===== src/rtl/shift_seq_ctrl.sv =====
// Sequencer for a serial-in shift register: takes a word, shifts it in MSB-first and reads Q back to verify it.
// Optional build macro SHIFT_RETRY_EN: on a failed check, re-send the word once and report RETRIED.
module shift_seq_ctrl #(
  parameter int WIDTH = 9,
  parameter int LW    = 4
) (
  input  logic             CLK,
  input  logic             RESET,
  input  logic             LOAD,
  input  logic [WIDTH-1:0] DIN,
  output logic             READY,
  output logic             SDATA,
  output logic             SHIFT_EN,
  input  logic [WIDTH-1:0] Q_IN,
  output logic             DONE,
  output logic             MATCH,
`ifdef SHIFT_RETRY_EN
  output logic             RETRIED,
`endif
  output logic [LW-1:0]    LEAD
);

  localparam int IW = (WIDTH > 1) ? $clog2(WIDTH) : 1;
  localparam logic [IW-1:0] LAST_IDX = IW'(WIDTH - 1);

  typedef enum logic [1:0] {S_IDLE, S_SHIFT, S_CHECK, S_DONE} state_t;

  state_t             state_q, state_d;
  logic [WIDTH-1:0]   word_q, word_d;
  logic [IW-1:0]      idx_q, idx_d;
  logic               ready_q, ready_d;
  logic               sdata_q, sdata_d;
  logic               shift_en_q, shift_en_d;
  logic               done_q, done_d;
  logic               match_q, match_d;
  logic [LW-1:0]      lead_q, lead_d;
  logic [LW-1:0]      lead_c;
  logic               run_c;
`ifdef SHIFT_RETRY_EN
  logic               pass_q, pass_d;
  logic               retried_q, retried_d;
`endif

  // Leading ones of Q_IN from the MSB down; the count stops at the first zero.
  always_comb begin
    lead_c = '0;
    run_c  = 1'b1;
    for (int i = WIDTH - 1; i >= 0; i--) begin
      run_c = run_c & Q_IN[i];
      if (run_c) lead_c = lead_c + LW'(1);
    end
  end

  // NOTE: every signal written here gets a default first, so no path can infer a latch.
  always_comb begin
    state_d = state_q;
    word_d  = word_q;
    idx_d   = idx_q;
    match_d = match_q;
    lead_d  = lead_q;
`ifdef SHIFT_RETRY_EN
    pass_d    = pass_q;
    retried_d = retried_q;
`endif
    case (state_q)
      S_IDLE: begin
        if (LOAD) begin
          word_d  = DIN;
          idx_d   = LAST_IDX;
          state_d = S_SHIFT;
        end
      end
      S_SHIFT: begin
        if (idx_q == '0) state_d = S_CHECK;
        else             idx_d   = idx_q - IW'(1);
      end
      S_CHECK: begin
        match_d = (Q_IN == word_q);
        lead_d  = lead_c;
        state_d = S_DONE;
`ifdef SHIFT_RETRY_EN
        if ((Q_IN != word_q) && !pass_q) begin
          pass_d  = 1'b1;
          idx_d   = LAST_IDX;
          state_d = S_SHIFT;
        end else begin
          retried_d = pass_q;
        end
`endif
      end
      S_DONE: begin
        state_d = S_IDLE;
`ifdef SHIFT_RETRY_EN
        pass_d = 1'b0;
`endif
      end
      default: state_d = S_IDLE;
    endcase

    // Outputs are registered, so they are decoded from the next state.
    ready_d    = (state_d == S_IDLE);
    shift_en_d = (state_d == S_SHIFT);
    sdata_d    = shift_en_d ? word_d[idx_d] : 1'b0;
    done_d     = (state_d == S_DONE);
  end

  // NOTE: sequential state uses non-blocking assignments only, so every register samples pre-edge values.
  always_ff @(posedge CLK or posedge RESET) begin
    if (RESET) begin
      state_q    <= S_IDLE;
      word_q     <= '0;
      idx_q      <= '0;
      ready_q    <= 1'b1;
      sdata_q    <= 1'b0;
      shift_en_q <= 1'b0;
      done_q     <= 1'b0;
      match_q    <= 1'b0;
      lead_q     <= '0;
`ifdef SHIFT_RETRY_EN
      pass_q     <= 1'b0;
      retried_q  <= 1'b0;
`endif
    end else begin
      state_q    <= state_d;
      word_q     <= word_d;
      idx_q      <= idx_d;
      ready_q    <= ready_d;
      sdata_q    <= sdata_d;
      shift_en_q <= shift_en_d;
      done_q     <= done_d;
      match_q    <= match_d;
      lead_q     <= lead_d;
`ifdef SHIFT_RETRY_EN
      pass_q     <= pass_d;
      retried_q  <= retried_d;
`endif
    end
  end

  assign READY    = ready_q;
  assign SDATA    = sdata_q;
  assign SHIFT_EN = shift_en_q;
  assign DONE     = done_q;
  assign MATCH    = match_q;
  assign LEAD     = lead_q;
`ifdef SHIFT_RETRY_EN
  assign RETRIED  = retried_q;
`endif

endmodule


===== config.mk =====
export PLATFORM = sky130hd
export DESIGN_NAME = shift_seq_ctrl
export DESIGN_NICKNAME = d
export VERILOG_FILES = /design/src/rtl/shift_seq_ctrl.sv
export SDC_FILE = /design/constraint.sdc
export NUM_CORES = 1
export LEC_CHECK = 0
export ABC_AREA = 1
export CAP_MARGIN = 20
export CORE_MARGIN = 3
export CORE_UTILIZATION = 46
export CTS_CLUSTER_SIZE = 20
export DETAILED_ROUTE_END_ITERATION = 10
export GPL_TIMING_DRIVEN = 0
export PLACE_DENSITY = 0.75
export SKIP_LAST_GASP = 1
export SLEW_MARGIN = 30
export SYNTH_ARGS = -nofsm -noshare
export SYNTH_HDL_FRONTEND = slang
export SYNTH_SLANG_ARGS = --single-unit

===== constraint.sdc =====
create_clock -name CLK -period 1.3 [get_ports CLK]
set_input_delay 0.39 -clock CLK [delete_from_list [all_inputs] [get_ports CLK]]
set_output_delay 0.39 -clock CLK [all_outputs]
set_load 0.05 [all_outputs]

Yosys cells after proc, flatten, opt, wreduce, memory -nomap -nowiden

Cells that the tools add are included.

Bitwise operators: 8
Mux-type cells: 20
$lt $le $gt $ge: 1
Equal/unequal tests: 6
Reductions and logical operators: 3
Add/subtract/negate cells: 9

Operators by type and width:

| operator                                           | count |
|---|---|
| 2-to-1 mux 4 bit                                   | 9 |
| adder 4 x 1 -> 4 bit, second input constant        | 7 |
| 2-to-1 mux 9 bit                                   | 2 |
| == test 9 bit                                      | 1 |
| AND 1 bit                                          | 8 |
| case mux 2 bit (4 select lines)                    | 1 |
| case mux 4 bit (2 select lines)                    | 1 |
| == test 2 bit, second input constant               | 3 |
| 2-to-1 mux 2 bit                                   | 3 |
| < comparator 4 x 5 -> 1 bit, second input constant | 1 |
| binary-select mux 1 bit (select 4 bit)             | 1 |
| == test 2 x 1 -> 1 bit, second input constant      | 2 |
| logical NOT 2 bit                                  | 2 |
| logical NOT 4 bit                                  | 1 |
| subtractor 4 x 1 -> 4 bit, second input constant   | 1 |
| 2-to-1 mux 1 bit                                   | 3 |
| adder 1 x 1 -> 2 bit, second input constant        | 1 |

Register bits after elaboration: 24
Logic and storage cells: 56
Bits of input ports: 21

Longest topological paths before layout

Gate-level depths: netlist (run 1).

Depth in word-level cells: 17
Gate-level depth with buffers: 19

Worst setup path after synthesis (run 1)

OpenSTA, ideal clock, no wires.

Kind: input -> register
Start: input Q_IN[7]
End: register lead_q[1], in the netlist LEAD[1]
Setup time: 123 ps
Slack: -1457 ps
Data required time: 1177 ps
Arrival time: 2633 ps
Buffers on the path: 0
Cell stages on the path: 15
Path through: inv_1 > o21ai_0 > inv_1 > ha_1 > nor2_1 > nor2_1 > ha_1 > o21ai_0 > o21ai_2 > ha_1 > nand2_1 > nand2_2 > ha_1 > o21ai_0 > o21ai_1

Longest elaborated chain between the ends: 16
Elaborated cells between the ends (all ways): 23
Classes of those cells: 7 x add/sub; 8 x mux; 8 x bitwise

RTL lines:

| what                   | RTL line | RTL |
|---|---|---|
| start: declaration     | 14       | `input logic [WIDTH-1:0] Q_IN,` |
| AND 1 bit *            | 49       | `run_c = run_c & Q_IN[i];` |
| 2-to-1 mux 2 bit       | 50       | `if (run_c) lead_c = lead_c + LW'(1);` |
| adder 4 x 1 -> 4 bit   | 50       |  |
| 2-to-1 mux 4 bit       | 50       |  |
| adder 4 x 1 -> 4 bit   | 50       |  |
| 2-to-1 mux 4 bit       | 50       |  |
| adder 4 x 1 -> 4 bit   | 50       |  |
| 2-to-1 mux 4 bit       | 50       |  |
| adder 4 x 1 -> 4 bit   | 50       |  |
| 2-to-1 mux 4 bit       | 50       |  |
| adder 4 x 1 -> 4 bit   | 50       |  |
| 2-to-1 mux 4 bit       | 50       |  |
| adder 4 x 1 -> 4 bit   | 50       |  |
| 2-to-1 mux 4 bit       | 50       |  |
| adder 4 x 1 -> 4 bit   | 50       |  |
| 2-to-1 mux 4 bit *     | 50       |  |
| end signal: assignment | 132      | `lead_q <= lead_d;` |
| end: declaration       | 36       | `logic [LW-1:0] lead_q, lead_d;` |

Every way passes the cells marked *; elsewhere a longest branch is shown, timed or not.
A chain may end at the register's enable or synchronous reset.

Final worst setup path (run 1)

Start: input Q_IN[7]
End: register lead_q[2], in the netlist LEAD[2]

The elaborated chain is that of the path after synthesis.

==> results.sh, run 1 <==
export IMPL_drive_above_1_share_pct=45.7
export IMPL_dp_final_hpwl_um=2600
export IMPL_rows=20
export IMPL_die_x_um=64.1
export IMPL_synth_top_area_cell="dfrtp_1"
export IMPL_synth_top_cell_area_share_pct=37.1
export IMPL_syn_nets=242
export IMPL_crit_start="Q_IN[7]"
export IMPL_fin_nets=319
export IMPL_ctsLongestPathBuffers=2
export IMPL_cts_buffers_inserted=3
export IMPL_synth_seq_cells=24
export IMPL_clk_pin_slew_ps=140
export IMPL_worst_pin_slew_ps=489
export IMPL_setup_violations=13
export IMPL_ys_seq_area_share_pct=38.8
export IMPL_syn2layout_area_growth_pct=67.8
export IMPL_clkLatencyLatePin_ps=330
export IMPL_wl_per_cell_um=13.7
export IMPL_cp_cell_sequence="buf_12 -> inv_12 -> o21ai_4 -> inv_2 -> ha_4 -> nor2_4 -> nor2_2 -> ha_1 -> o21ai_2 -> o21ai_2 -> ha_1 -> nand2_1 -> nand2_2 -> ha_4 -> nand2_4 -> nand3_2 -> nand3_2 -> nand2_1"
export IMPL_yosys_warnings=0
export IMPL_cts_root_buf="clkbuf_4"
export IMPL_fin_skew_ps=9.19
export IMPL_cts_hold_buf=0
export IMPL_grt_pass1_wl_um=6680
export IMPL_post_route_period_util_pct=173
export IMPL_ant_nets=0
export IMPL_status="finished with violations"
export IMPL_htree_levels=1
export IMPL_drt_initial_drc_count=56
export IMPL_fin_ws_ps=-947
export IMPL_drt_pass1_iter_count=4
export IMPL_rsz0062_at_grt="true"
export IMPL_critical_path_class="in -> reg"
export IMPL_overflow=0
export IMPL_yosys_cell_types_count=25
export IMPL_leakage_uw=0.00134
export IMPL_synth_area_sq_mm=0.00155
export IMPL_worstPathArrival_ps=2490
export IMPL_vias=1704
export IMPL_vias_per_cell=5.09
export IMPL_dieArea_sq_mm=0.00411
export IMPL_slew_headroom_pct=67.4
export IMPL_cpPeakStageDelay_ps=290
export IMPL_route_detailed_drc=0
export IMPL_use_met2_pct=37.5
export IMPL_period_minus_slack_ps=2250
export IMPL_slowest_stage="ha_1"
export IMPL_syn_mean_instance_area_sq_um=7.22
export IMPL_grt_start_max_net_pins=25
export IMPL_maxCapViolCount=0
export IMPL_cts_tree="built"
export IMPL_cp_max_fo=2
export IMPL_routed_wl_um=4580
export IMPL_diodes=0
export IMPL_first_global_vias=1566
export IMPL_chipHeight_um=64.1
export IMPL_tns_ps=-2860
export IMPL_cts_sinks=24
export IMPL_ys_flop_type="dfrtp_1"
export IMPL_grtUsageMet3_pct=3.69
export IMPL_ir_drop_uv=1900
export IMPL_synth_commonest_cells="nand2_1, inv_1, nand3_1"
export IMPL_initial_core_util_pct=49.6
export IMPL_core_area_sq_mm=0.00313
export IMPL_r2r_start="state_q[1]$_DFF_PP0_"
export IMPL_synth_most_common_cell="nand2_1"
export IMPL_async_flop_share_pct=100
export IMPL_holdCritPathClass="in -> async"
export IMPL_synth_edff_count=0
export IMPL_port_buffer_count=29
export IMPL_cp_end_kind="register"
export IMPL_cellPowerDensity_mw_per_mm2=2070
export IMPL_hold_violations=0
export IMPL_antenna_found_initial=0
export IMPL_syn_instance_count=215
export IMPL_seqCellArea_sq_um=604
export IMPL_maxSlewViolCount=0
export IMPL_n_fill_cell=177
export IMPL_cp_start_kind="input pin"
export IMPL_ys_top_cells_by_area="dfrtp_1, nand2_1, nand3_1, inv_1, ha_1"
export IMPL_fin_util_pct=83.3
export IMPL_power_total_uw=5400
export IMPL_gr_max_usage_layer="met2"
export IMPL_violations="negative setup slack"
export IMPL_fmax_ghz=0.445
export IMPL_required_ps=1550
export IMPL_place_gp_congestion=0.851
export IMPL_ios=30
export IMPL_multi_input_area_sq_mm=0.00108
export IMPL_grt_usage_pct=20.4
export IMPL_grt_use_met1_pct=23.5
==> where the power goes <==
part	internal (uW)	leakage [uW]	switching (uW)	total [uW]
registers	1070	0.000296	264	1340
logic	1550	0.00101	1960	3510
clock network	312	0.0000279	244	557
total	2930	0.00134	2470	5400
==> worst paths after layout <==
path	slack, ps	to	cells after the start
max	-950	LEAD[2]$_DFFE_PP0N_	18
min	390	DONE$_DFF_PP0_	2
max reg2reg	-240	SDATA$_DFF_PP0_	10
min in group CLK	480	MATCH$_DFFE_PP0N_	6
max in group asynchronous	560	state_q[1]$_DFF_PP0_	2
min reg2reg	550	word_q[0]$_DFF_PP0_	2
==> cell type report <==
type	count	area share, %
flip-flops and latches	24	23.2
inverters	34	5.66
well taps	44	2.11
clock inverters	1	1.15
multi-input cells	157	41.4
repair buffers	72	25.6
clock buffers	3	0.864
==> cells by family after synthesis <==
| group | Yosys count | synth area share [%] |
|---|---|---|
| compound gates | 22 | 8.22 |
| xor+xnor | 4 | 2.26 |
| fa+ha+maj | 6 | 4.83 |
| buf+inv | 34 | 8.22 |
| flops | 24 | 38.8 |
| simple gates | 125 | 37.7 |
==> layout by cell type (no fill, tap or decap), types with 2 or more instances in the layout <==
cell,count
o21ai_0,3
clkdlybuf4s50_1,12
xnor2_1,2
nor2_4,10
nand3_1,20
dlygate4sd2_1,2
nand2_2,10
dfrtp_2,2
ha_4,4
nand3_2,6
dlymetal6s2s_1,2
buf_4,37
inv_1,19
nand2_1,51
o21ai_2,6
nor2_2,3
buf_8,3
nand4_1,3
xor2_1,2
nor2_1,9
dfrtp_1,21
buf_6,14
clkbuf_4,3
inv_2,13
o21ai_1,4
a21oi_1,2
nand2_4,10
ha_1,2
==> worst max-delay path, delay by kind of cell <==
kind	cells	cell delay, ps
adders and majority gates	4	960
and+or+nand+nor	8	570
AOI/OAI and AO/OA	3	380
buffers and inverters	3	190
==> per-layer routing <==
layer	wire length [um]	part of all wire [%]	up-vias
met5	0	0	-
met4	52	1.1	0
met3	135	2.9	7
met2	2430	53	28
met1	1960	43	822
li1	-	-	847
==> repair_timing <==
item / in CTS / in global routing
buffers inserted: 26 / 19
gates resized for setup: 119 / 47
endpoints found under the setup margin: 16 / 19
pin swaps: 33 / 36
cloned: 0 / 0
==> sequential cells by signal, summed over array words and instances, names as in the netlist <==
name and count:
word_q 9, LEAD 4, idx_q 4, state_q 2, DONE 1, MATCH 1
READY 1, SDATA 1, SHIFT_EN 1
==> per-stage QoR <==
step | setup slack [ps] | cell area [sq um] | instances | hold WS, ps
after floorplan | -1100 | 1610 | 215 | 404
after global placement | -1930 | 1960 | 288 | 464
after detailed placement | -1980 | 1960 | 288 | 470
after CTS | -993 | 2320 | 318 | 503
after global routing | -1050 | 2610 | 335 | 443
final | -947 | 2610 | 335 | 393
No activity file was read; power rests on OpenSTA's default activity.
==> run 2: changes to the inputs <==
--- a/config.mk
+++ b/config.mk
@@ -7,7 +7,7 @@
 export LEC_CHECK = 0
 export ABC_AREA = 1
 export CAP_MARGIN = 20
-export CORE_MARGIN = 3
+export CORE_MARGIN = 10
 export CORE_UTILIZATION = 46
 export CTS_CLUSTER_SIZE = 20
 export DETAILED_ROUTE_END_ITERATION = 10
@@ -18,3 +18,4 @@
 export SYNTH_ARGS = -nofsm -noshare
 export SYNTH_HDL_FRONTEND = slang
 export SYNTH_SLANG_ARGS = --single-unit
+export TNS_END_PERCENT = 1
==> results.sh, run 2 (synthesis results as in run 1) <==
export IMPL_status="finished with violations"
export IMPL_violations="negative setup slack"
export IMPL_clock_power_share_pct=10.1
export IMPL_clk_pin_slew_ps=130
export IMPL_fin_skew_ps=5.57
export IMPL_power_total_uw=3920
export IMPL_fin_cells=302
export IMPL_grt_use_met1_pct=14.3
export IMPL_cp_num_buf_inv=3
export IMPL_vias=1459
export IMPL_cts_tree="built"
export IMPL_final_common_cell="nand2_1"
export IMPL_tns_ps=-8630
export IMPL_cpPeakStageDelay_ps=270
export IMPL_grt_pass1_wl_um=6310
export IMPL_ios=30
export IMPL_dp_cells=290
export IMPL_overflow=0
export IMPL_hold_violations=0
export IMPL_fin_ws_ps=-978
export IMPL_fmax_ghz=0.439
export IMPL_port_buffer_count=29
export IMPL_leakage_uw=0.00107
export IMPL_first_global_vias=1490
export IMPL_worstPathArrival_ps=2510
export IMPL_syn2layout_area_growth_pct=34.1
export IMPL_place_gp_congestion=0.858
export IMPL_fin_area_sq_mm=0.00208
export IMPL_dp_final_hpwl_um=2790
export IMPL_htree_levels=1
export IMPL_vias_per_cell=4.83
export IMPL_cp_start_kind="input pin"
export IMPL_required_ps=1530
export IMPL_final_cell_mix="nand2_1, inv_1, nand3_1, clkdlybuf4s50_1, dfrtp_1"
export IMPL_worst_pin_slew_ps=820
export IMPL_cp_end_kind="register"
export IMPL_placed_area_sq_mm=0.00194
export IMPL_cts_hold_buf=0
export IMPL_grtUsageMet3_pct=3.64
export IMPL_cts_buffers_inserted=3
export IMPL_clkLatencyLatePin_ps=320
export IMPL_cts_sinks=24
export IMPL_grt_start_max_net_pins=25
export IMPL_n_fill_cell=315
export IMPL_pwr_share_seq_pct=32.6
export IMPL_swShare_pct=48.1
export IMPL_initial_core_util_pct=46.9
export IMPL_ir_drop_uv=1250
export IMPL_die_x_um=78.1
export IMPL_holdCritPathClass="in -> async"
export IMPL_maxSlewViolCount=0
export IMPL_route_detailed_drc=0
export IMPL_cp_cell_sequence="buf_8 -> inv_12 -> o21ai_4 -> inv_2 -> ha_4 -> nor2_4 -> nor2_2 -> ha_1 -> nand2_1 -> o21ai_2 -> o21ai_2 -> ha_1 -> nand2_1 -> nand2_2 -> ha_4 -> nand2_4 -> nand3_2 -> nand3_2 -> nand2_1"
export IMPL_dieArea_sq_mm=0.00610
export IMPL_use_met2_pct=20.2
export IMPL_ctsLongestPathBuffers=2
export IMPL_reg2reg_depth=12
export IMPL_critical_path_class="in -> reg"
export IMPL_fin_util_pct=62.9
export IMPL_rsz0062_at_grt="true"
export IMPL_grt_usage_pct=12.1
export IMPL_cts_root_buf="clkbuf_4"
export IMPL_rows=21
export IMPL_rrSetupSlack_ps=-400
export IMPL_gr_max_usage_layer="met2"
export IMPL_path_delay_family="adder cells"
export IMPL_core_area_sq_mm=0.00331
export IMPL_cp_max_fo=3
export IMPL_slew_headroom_pct=45.0
export IMPL_r2r_end="SDATA$_DFF_PP0_"
export IMPL_drt_pass1_iter_count=4
export IMPL_largest_reg_flops=9
export IMPL_slowest_stage="ha_4"
export IMPL_diodes=0
export IMPL_wl_per_cell_um=11.8
export IMPL_fin_nets=284
export IMPL_cp_common_cell="nand2_1"
export IMPL_post_route_period_util_pct=175
export IMPL_cellPowerDensity_mw_per_mm2=1880
export IMPL_drt_initial_drc_count=40
export IMPL_regMostFlops="word_q"
export IMPL_setup_violations=20
export IMPL_ant_nets=0
export IMPL_drive_above_1_share_pct=18.8
export IMPL_r2r_start="idx_q[0]$_DFF_PP0_"
export IMPL_maxCapViolCount=0
export IMPL_chipHeight_um=78.1
export IMPL_power_frac_comb_pct=57.3
export IMPL_period_minus_slack_ps=2280
export IMPL_p_sw_uw=1890
export IMPL_antenna_found_initial=0
export IMPL_routed_wl_um=3550
export IMPL_internal_power_uw=2030
-- run 2: how the worst max path moves through the flow --
stage | end | cells after the start | start | slack [ps]
final | LEAD[2]$_DFFE_PP0N_ | 19 | Q_IN[7] | -980
after global placement | LEAD[2]$_DFFE_PP0N_ | 19 | Q_IN[7] | -1950
after global routing | LEAD[2]$_DFFE_PP0N_ | 19 | Q_IN[7] | -1050
after floorplan | LEAD[1]$_DFFE_PP0N_ | 16 | Q_IN[7] | -1100
after detailed placement | LEAD[2]$_DFFE_PP0N_ | 19 | Q_IN[7] | -1970
after CTS | LEAD[2]$_DFFE_PP0N_ | 19 | Q_IN[6] | -1040
-- run 2: power groups by stage --
stage,clock network [uW],registers (uW),logic (uW)
after floorplan,0,1550,1390
after global placement,0,1290,2180
after detailed placement,0,1300,2210
after CTS,408,1280,2240
after global routing,444,1330,2570
final,398,1280,2250
-- run 2: routing by layer --
| metal | wire length, um | share of wire (%) |
|---|---|---|
| met1 | 1530 | 43 |
| met2 | 1760 | 50 |
| met3 | 182 | 5.1 |
| met4 | 83 | 2.3 |
| met5 | 0 | 0 |
-- run 2: repair_timing --
item,CTS,global route
endpoints found under the setup margin,19,24
buffers inserted,5,3
gates resized for setup,22,9
pin swaps,7,11
cloned,0,0
-- run 2: metrics by stage --
step | setup slack (ps) | hold slack, ps
after CTS | -1040 | 464
after global placement | -1950 | 464
after global routing | -1050 | 457
after detailed placement | -1970 | 478
after floorplan | -1100 | 404
final | -978 | 416
-- run 2: area by class of cell --
| class | instances | area, sq um | share of cell area (%) |
|---|---|---|---|
| Timing Repair Buffer | 37 | 349 | 16.8 |
| Tap cell | 46 | 57.6 | 2.76 |
| Sequential cell | 24 | 602 | 28.9 |
| Multi-Input combinational cell | 157 | 897 | 43.1 |
| Inverter | 34 | 140 | 6.73 |
| Clock buffer | 4 | 36.3 | 1.74 |
-- run 2: worst register-to-register path: cells and delay by family, from the launching register on --
| kind | cells | cell delay, ps |
|---|---|---|
| simple gates | 6 | 510 |
| flops | 1 | 400 |
| compound gates | 1 | 130 |
| buf+inv | 4 | 310 |
| fa+ha+maj | 1 | 290 |
==> variant 1: new RTL, config.mk and constraints of run 1 <==
Change the parameter `WIDTH` from 9 to 8.
--- a/src/rtl/shift_seq_ctrl.sv
+++ b/src/rtl/shift_seq_ctrl.sv
@@ -1,7 +1,7 @@
 // Sequencer for a serial-in shift register: takes a word, shifts it in MSB-first and reads Q back to verify it.
 // Optional build macro SHIFT_RETRY_EN: on a failed check, re-send the word once and report RETRIED.
 module shift_seq_ctrl #(
-  parameter int WIDTH = 9,
+  parameter int WIDTH = 8,
   parameter int LW    = 4
 ) (
   input  logic             CLK,
Interface: changed (resized DIN and Q_IN); port bits go from 30 to 28. The function was not compared with the original's and may differ.
==> variant 1 against run 1 <==
- the flow still finishes with violations (setup timing)
- synthesized area decreased by 9.5%
- cell area is 15% lower
- synthesized cell count fell by 16%
- sequential share of layout area grew 1.8 points
- critical path depth shrank 4
- routed wire length shrank 18%
- total power shrank 18%
- worst setup slack better by 0.032 ns
- utilization fell by 5.2 points
- via count fell by 17%
- count of clock-buffer cells in the layout is 1 higher
- clock power fell by 31%
- sequential cell count down 2
- global-route usage is 1.2 points lower
==> variant 1: results (changes against run 1) <==
* Share of cells above drive strength 1 at 45.1% (was 45.7%)
* Core Util, Final at 78.2% (was 83.3%)
* Finished Layout Cells at 266 (was 335)
* Buffers excl. clock at 51 (was 72)
* Max_slew headroom at 42.6% (was 67.4%)
* Met2 usage at 34.6% (was 37.5%)
* Failing checks: setup timing (unchanged)
* Clkbuf count at 4 (was 3)
* Buffering overhead at 21.6% (was 25.6%)
* Met1 Use GR at 22.5% (was 23.5%)
* Multi-input combinational cell count at 120 (was 157)
* Worst Setup SP: Q_IN[6] (was Q_IN[7])
* Die W at 61.3 um (was 64.1 um)
* Status: finished with violations (unchanged)
* Register area share after synthesis at 39.3% (was 38.8%)
* Multi-input gate area at 937 um2 (was 0.00108 mm2)
* Max Clock Skew at 0.00996 ns (was 0.00919 ns)
* Post-route worst setup slack at -0.915 ns (was -0.947 ns)
* Fin Setup TNS at -3.37 ns (was -2.86 ns)
* GRT Resource Usage Total at 19.1% (was 20.4%)
* VDD IR max at 1460 uV (was 1900 uV)
* First-pass GRT wire length at 5.42 mm (was 6.68 mm)
* Layout clock area frac at 1.64% (was 2.02%)
* Area of placed instances at 0.00178 mm2 (was 0.00196 mm2)
* DP Cell Count at 239 (was 288)
* Logic inverters at 38 (was 34)
* RR Startpoint: idx_q[0] (was state_q[1])
* Critical path data arrival time at 2.46 ns (was 2.49 ns)
* Metal3 WL at 178 um (was 135 um)
* Endpoints failing setup at 12 (was 13)
* Synth cell count leaders: nand2_1, inv_1, dfrtp_1 (was nand2_1, inv_1, nand3_1)
* Via count at 1,410 (was 1,704)
* Met1 WL at 1.54 mm (was 1.96 mm)
* Met3 GRT Util at 4.40% (was 3.69%)
* Synth area leaders: dfrtp_1, nand2_1, inv_1 (was dfrtp_1, nand2_1, nand3_1)
* Number of flip-flops in the largest register at 8 (was 9)
* Cells on worst reg2reg path at 13 (was 10)
* Number of I/O port buffers at 27 (was 29)
* Mapped Nets at 206 (was 242)
* HPWL Detailed at 2.30 mm (was 2.60 mm)
* Post-synth cell types at 33 (was 25)
* R2R Setup Slk at -0.34 ns (was -0.24 ns)
* Final GP Congestion at 0.802 (was 0.851)
* Syn Area/Cell at 7.76 um2 (was 7.22 um2)
* Final hold slack at 0.482 ns (was 0.393 ns)
* Vias in the first global route at 1,318 (was 1,566)
* Lkg Pwr at 1.06 nW (was 1.34 nW)
* First DRT Iteration DRCs at 42 (was 56)
[variant 1: changes by cell type after synthesis, moves of 3 or more]
| cell | delta |
|---|---|
| nand2_1 | -27 |
| nand3_1 | -16 |
| nor2_1 | -7 |
| o21ai_0 | +3 |
[variant 1: where the power goes]
| group | switching (mW) | internal (mW) | leakage [nW] |
|---|---|---|---|
| logic | 1.67 | 1.19 | 0.775 |
| registers | 0.191 | 0.981 | 0.261 |
| clock network | 0.213 | 0.171 | 0.0210 |
[variant 1: kinds of logic after synthesis]
family          Yosys count  share of synthesized area [%]
buf+inv                  39                           10.5
xor+xnor                  4                           2.49
compound gates           28                           11.3
flops                    22                           39.3
fa+ha+maj                 6                           5.34
simple gates             82                           31.1
[variant 1: timing repair]
item	in CTS	in global routing
pin swaps	20	23
setup buffers	13	11
resized for setup	92	54
endpoints found under the setup margin	21	25
gates cloned	0	0
[variant 1: worst min-delay path, stage by stage]
cell	delay, ns
buf_8	0.09
buf_4	0.10
xnor2_1	0.06
nand4_1	0.08
nand2_1	0.05
==> variant 2: new RTL, flow settings as in run 1 <==
Made on the original files. Re-encode `state_t` (4 states) as Gray code, 2 bits wide.
--- a/src/rtl/shift_seq_ctrl.sv
+++ b/src/rtl/shift_seq_ctrl.sv
@@ -23,7 +23,7 @@
   localparam int IW = (WIDTH > 1) ? $clog2(WIDTH) : 1;
   localparam logic [IW-1:0] LAST_IDX = IW'(WIDTH - 1);
 
-  typedef enum logic [1:0] {S_IDLE, S_SHIFT, S_CHECK, S_DONE} state_t;
+  typedef enum logic [1:0] {S_IDLE = 2'b00, S_SHIFT = 2'b01, S_CHECK = 2'b11, S_DONE = 2'b10} state_t;
 
   state_t             state_q, state_d;
   logic [WIDTH-1:0]   word_q, word_d;
Function: same outputs for any inputs over 10 cycles, from zero or initial values and one cycle with RESET high; not proved beyond that.
==> variant 2 against run 1 <==
- sequential cell count unchanged
- via count down 8.3%
- final cell count down 6.6%
- total power down 20%
- the flow still finishes with violations (setup timing)
- worst setup slack worse by 0.081 ns
- routed wire length down 12%
- maximum frequency down 3.5%
- non-clock buffer count down 12
- cell area down 8.9%
- synthesized area up 0.97%
- combinational power down 29%
- synthesized cell count down 4.2%
==> variant 2: results (changes against run 1) <==
* Endpoints failing setup at 7 (was 13)
* Largest net degree at the start of global routing at 25 (unchanged)
* Drt via density at 4.99 (was 5.09)
* DP Cell Count at 279 (was 288)
* Post-synth cell types at 29 (was 25)
* GRT Resource Usage Total at 18.6% (was 20.4%)
* Largest register by flop count: word_q (unchanged)
* Ys Warns at 0 (unchanged)
* Switch share at 45.6% (was 45.7%)
* Vias in the first global route at 1,501 (was 1,566)
* Diode count at 0 (unchanged)
* Clk_lat worst skew at 0.32 ns
* Async SR Flop Fraction at 100% (unchanged)
* HP Class: in -> async (unchanged)
* Max Clock Skew at 0.0100 ns (was 0.00919 ns)
* Mapped Nets at 233 (was 242)
* Fin Setup TNS at -2.96 ns (was -2.86 ns)
* Status: finished with violations (unchanged)
* Dpl ws at -2.08 ns (was -1.98 ns)
* DRT Pass-1 Iters at 4 (unchanged)
* Wire length per cell at 12.9 um (was 13.7 um)
* Initial antenna violation count at 0 (unchanged)
* CTS buffer count at 3 (unchanged)
* Hold buffers post-CTS at 0 (unchanged)
* Crit-path leading delay family: adder cells (unchanged)
* Critical path data arrival time at 2.56 ns (was 2.49 ns)
* H-tree depth at 1 (unchanged)
* Register area share after synthesis at 38.4% (was 38.8%)
* Lkg Pwr at 1.24 nW (was 1.34 nW)
* R2R Setup Slk at -0.21 ns (was -0.24 ns)
* Layout Nets at 297 (was 319)
* HPWL Detailed at 2.59 mm (was 2.60 mm)
* Final GP Congestion at 0.845 (was 0.851)
* CP max FO at 2 (unchanged)
* Clock root cell: clkbuf_4 (unchanged)
* Final wirelength at 4.05 mm (was 4.58 mm)
* Number of flip-flops in the largest register at 9 (unchanged)
* Reg clk slew, reported paths at 0.14 ns (about the same)
* Number of I/O port buffers at 29 (unchanged)
* CP max stage delay at 0.27 ns (was 0.29 ns)
* RR Startpoint: state_q[0] (was state_q[1])
* Max_slew headroom at 66.4% (was 67.4%)
* Synth cell count leaders: nand2_1, nand3_1, inv_1 (was nand2_1, inv_1, nand3_1)
* Max_cap viols at 0 (unchanged)
* Post-route worst setup slack at -1.03 ns (was -0.947 ns)
* VDD IR max at 1250 uV (was 1900 uV)
* Critical-path top delay cell: ha_4 (was ha_1)
* Failing checks: setup timing (unchanged)
* Area of placed instances at 0.00197 mm2 (was 0.00196 mm2)
* Final hold slack at 0.398 ns (was 0.393 ns)
* Share of cells above drive strength 1 at 37.5% (was 45.7%)
* Clock Path Buffers at 2 (unchanged)
* Cells on worst reg2reg path at 11 (was 10)
* Crit Reg-Reg Endpoint: SDATA (unchanged)
* First-pass GRT wire length at 6.08 mm (was 6.68 mm)
* Synth area leaders: dfrtp_1, nand2_1, nand3_1 (unchanged)
* Syn Area/Cell at 7.61 um2 (was 7.22 um2)
* First DRT Iteration DRCs at 70 (was 56)
variant 2: how the worst max path moves through the flow:
stage               endpoint     from  slack [ns]
CTS                  LEAD[2]  Q_IN[6]       -1.09
global placement     LEAD[2]  Q_IN[7]       -2.04
floorplan            LEAD[2]  Q_IN[7]       -1.17
finish               LEAD[2]  Q_IN[6]       -1.03
global route         LEAD[2]  Q_IN[7]       -1.14
detailed placement   LEAD[2]  Q_IN[7]       -2.08
variant 2: layout make-up:
class | instances | area (um2)
clock inverters | 1 | 30.0
multi-input cells | 150 | 973
clock buffers | 3 | 22.5
fillers | 228 | 778
inverters | 31 | 125
well taps | 44 | 55.1
repair buffers | 59 | 554
plain buffers | 1 | 11.3
flip-flops and latches | 24 | 603
variant 2: repair_timing:
item	CTS	global route
pin swaps	18	13
resized for setup	99	24
endpoints found under the setup margin	15	18
setup buffers	14	16
variant 2: power by group through the flow:
stage	clock [mW]	sequential [mW]	combinational, mW
after detailed placement	0	1.29	2.23
final	0.542	1.30	2.48
after global placement	0	1.28	2.20
after global routing	0.593	1.34	2.77
after CTS	0.554	1.29	2.34
after floorplan	0	1.54	1.40
variant 2: layer usage:
layer	global-route usage (%)	part of all wire, %	up-vias
li1	-	-	793
met1	22.5	42	716
met2	32.6	52	42
met3	3.16	3.7	12
met4	7.65	2.5	0
met5	0	0	-
variant 2: cells by family after synthesis:
| logic type | after synthesis | share of synthesized area, % |
|---|---|---|
| simple gates | 118 | 37.6 |
| compound gates | 18 | 6.54 |
| flops | 24 | 38.4 |
| fa+ha+maj | 6 | 4.79 |
| buf+inv | 32 | 8.22 |
| xor+xnor | 8 | 4.47 |
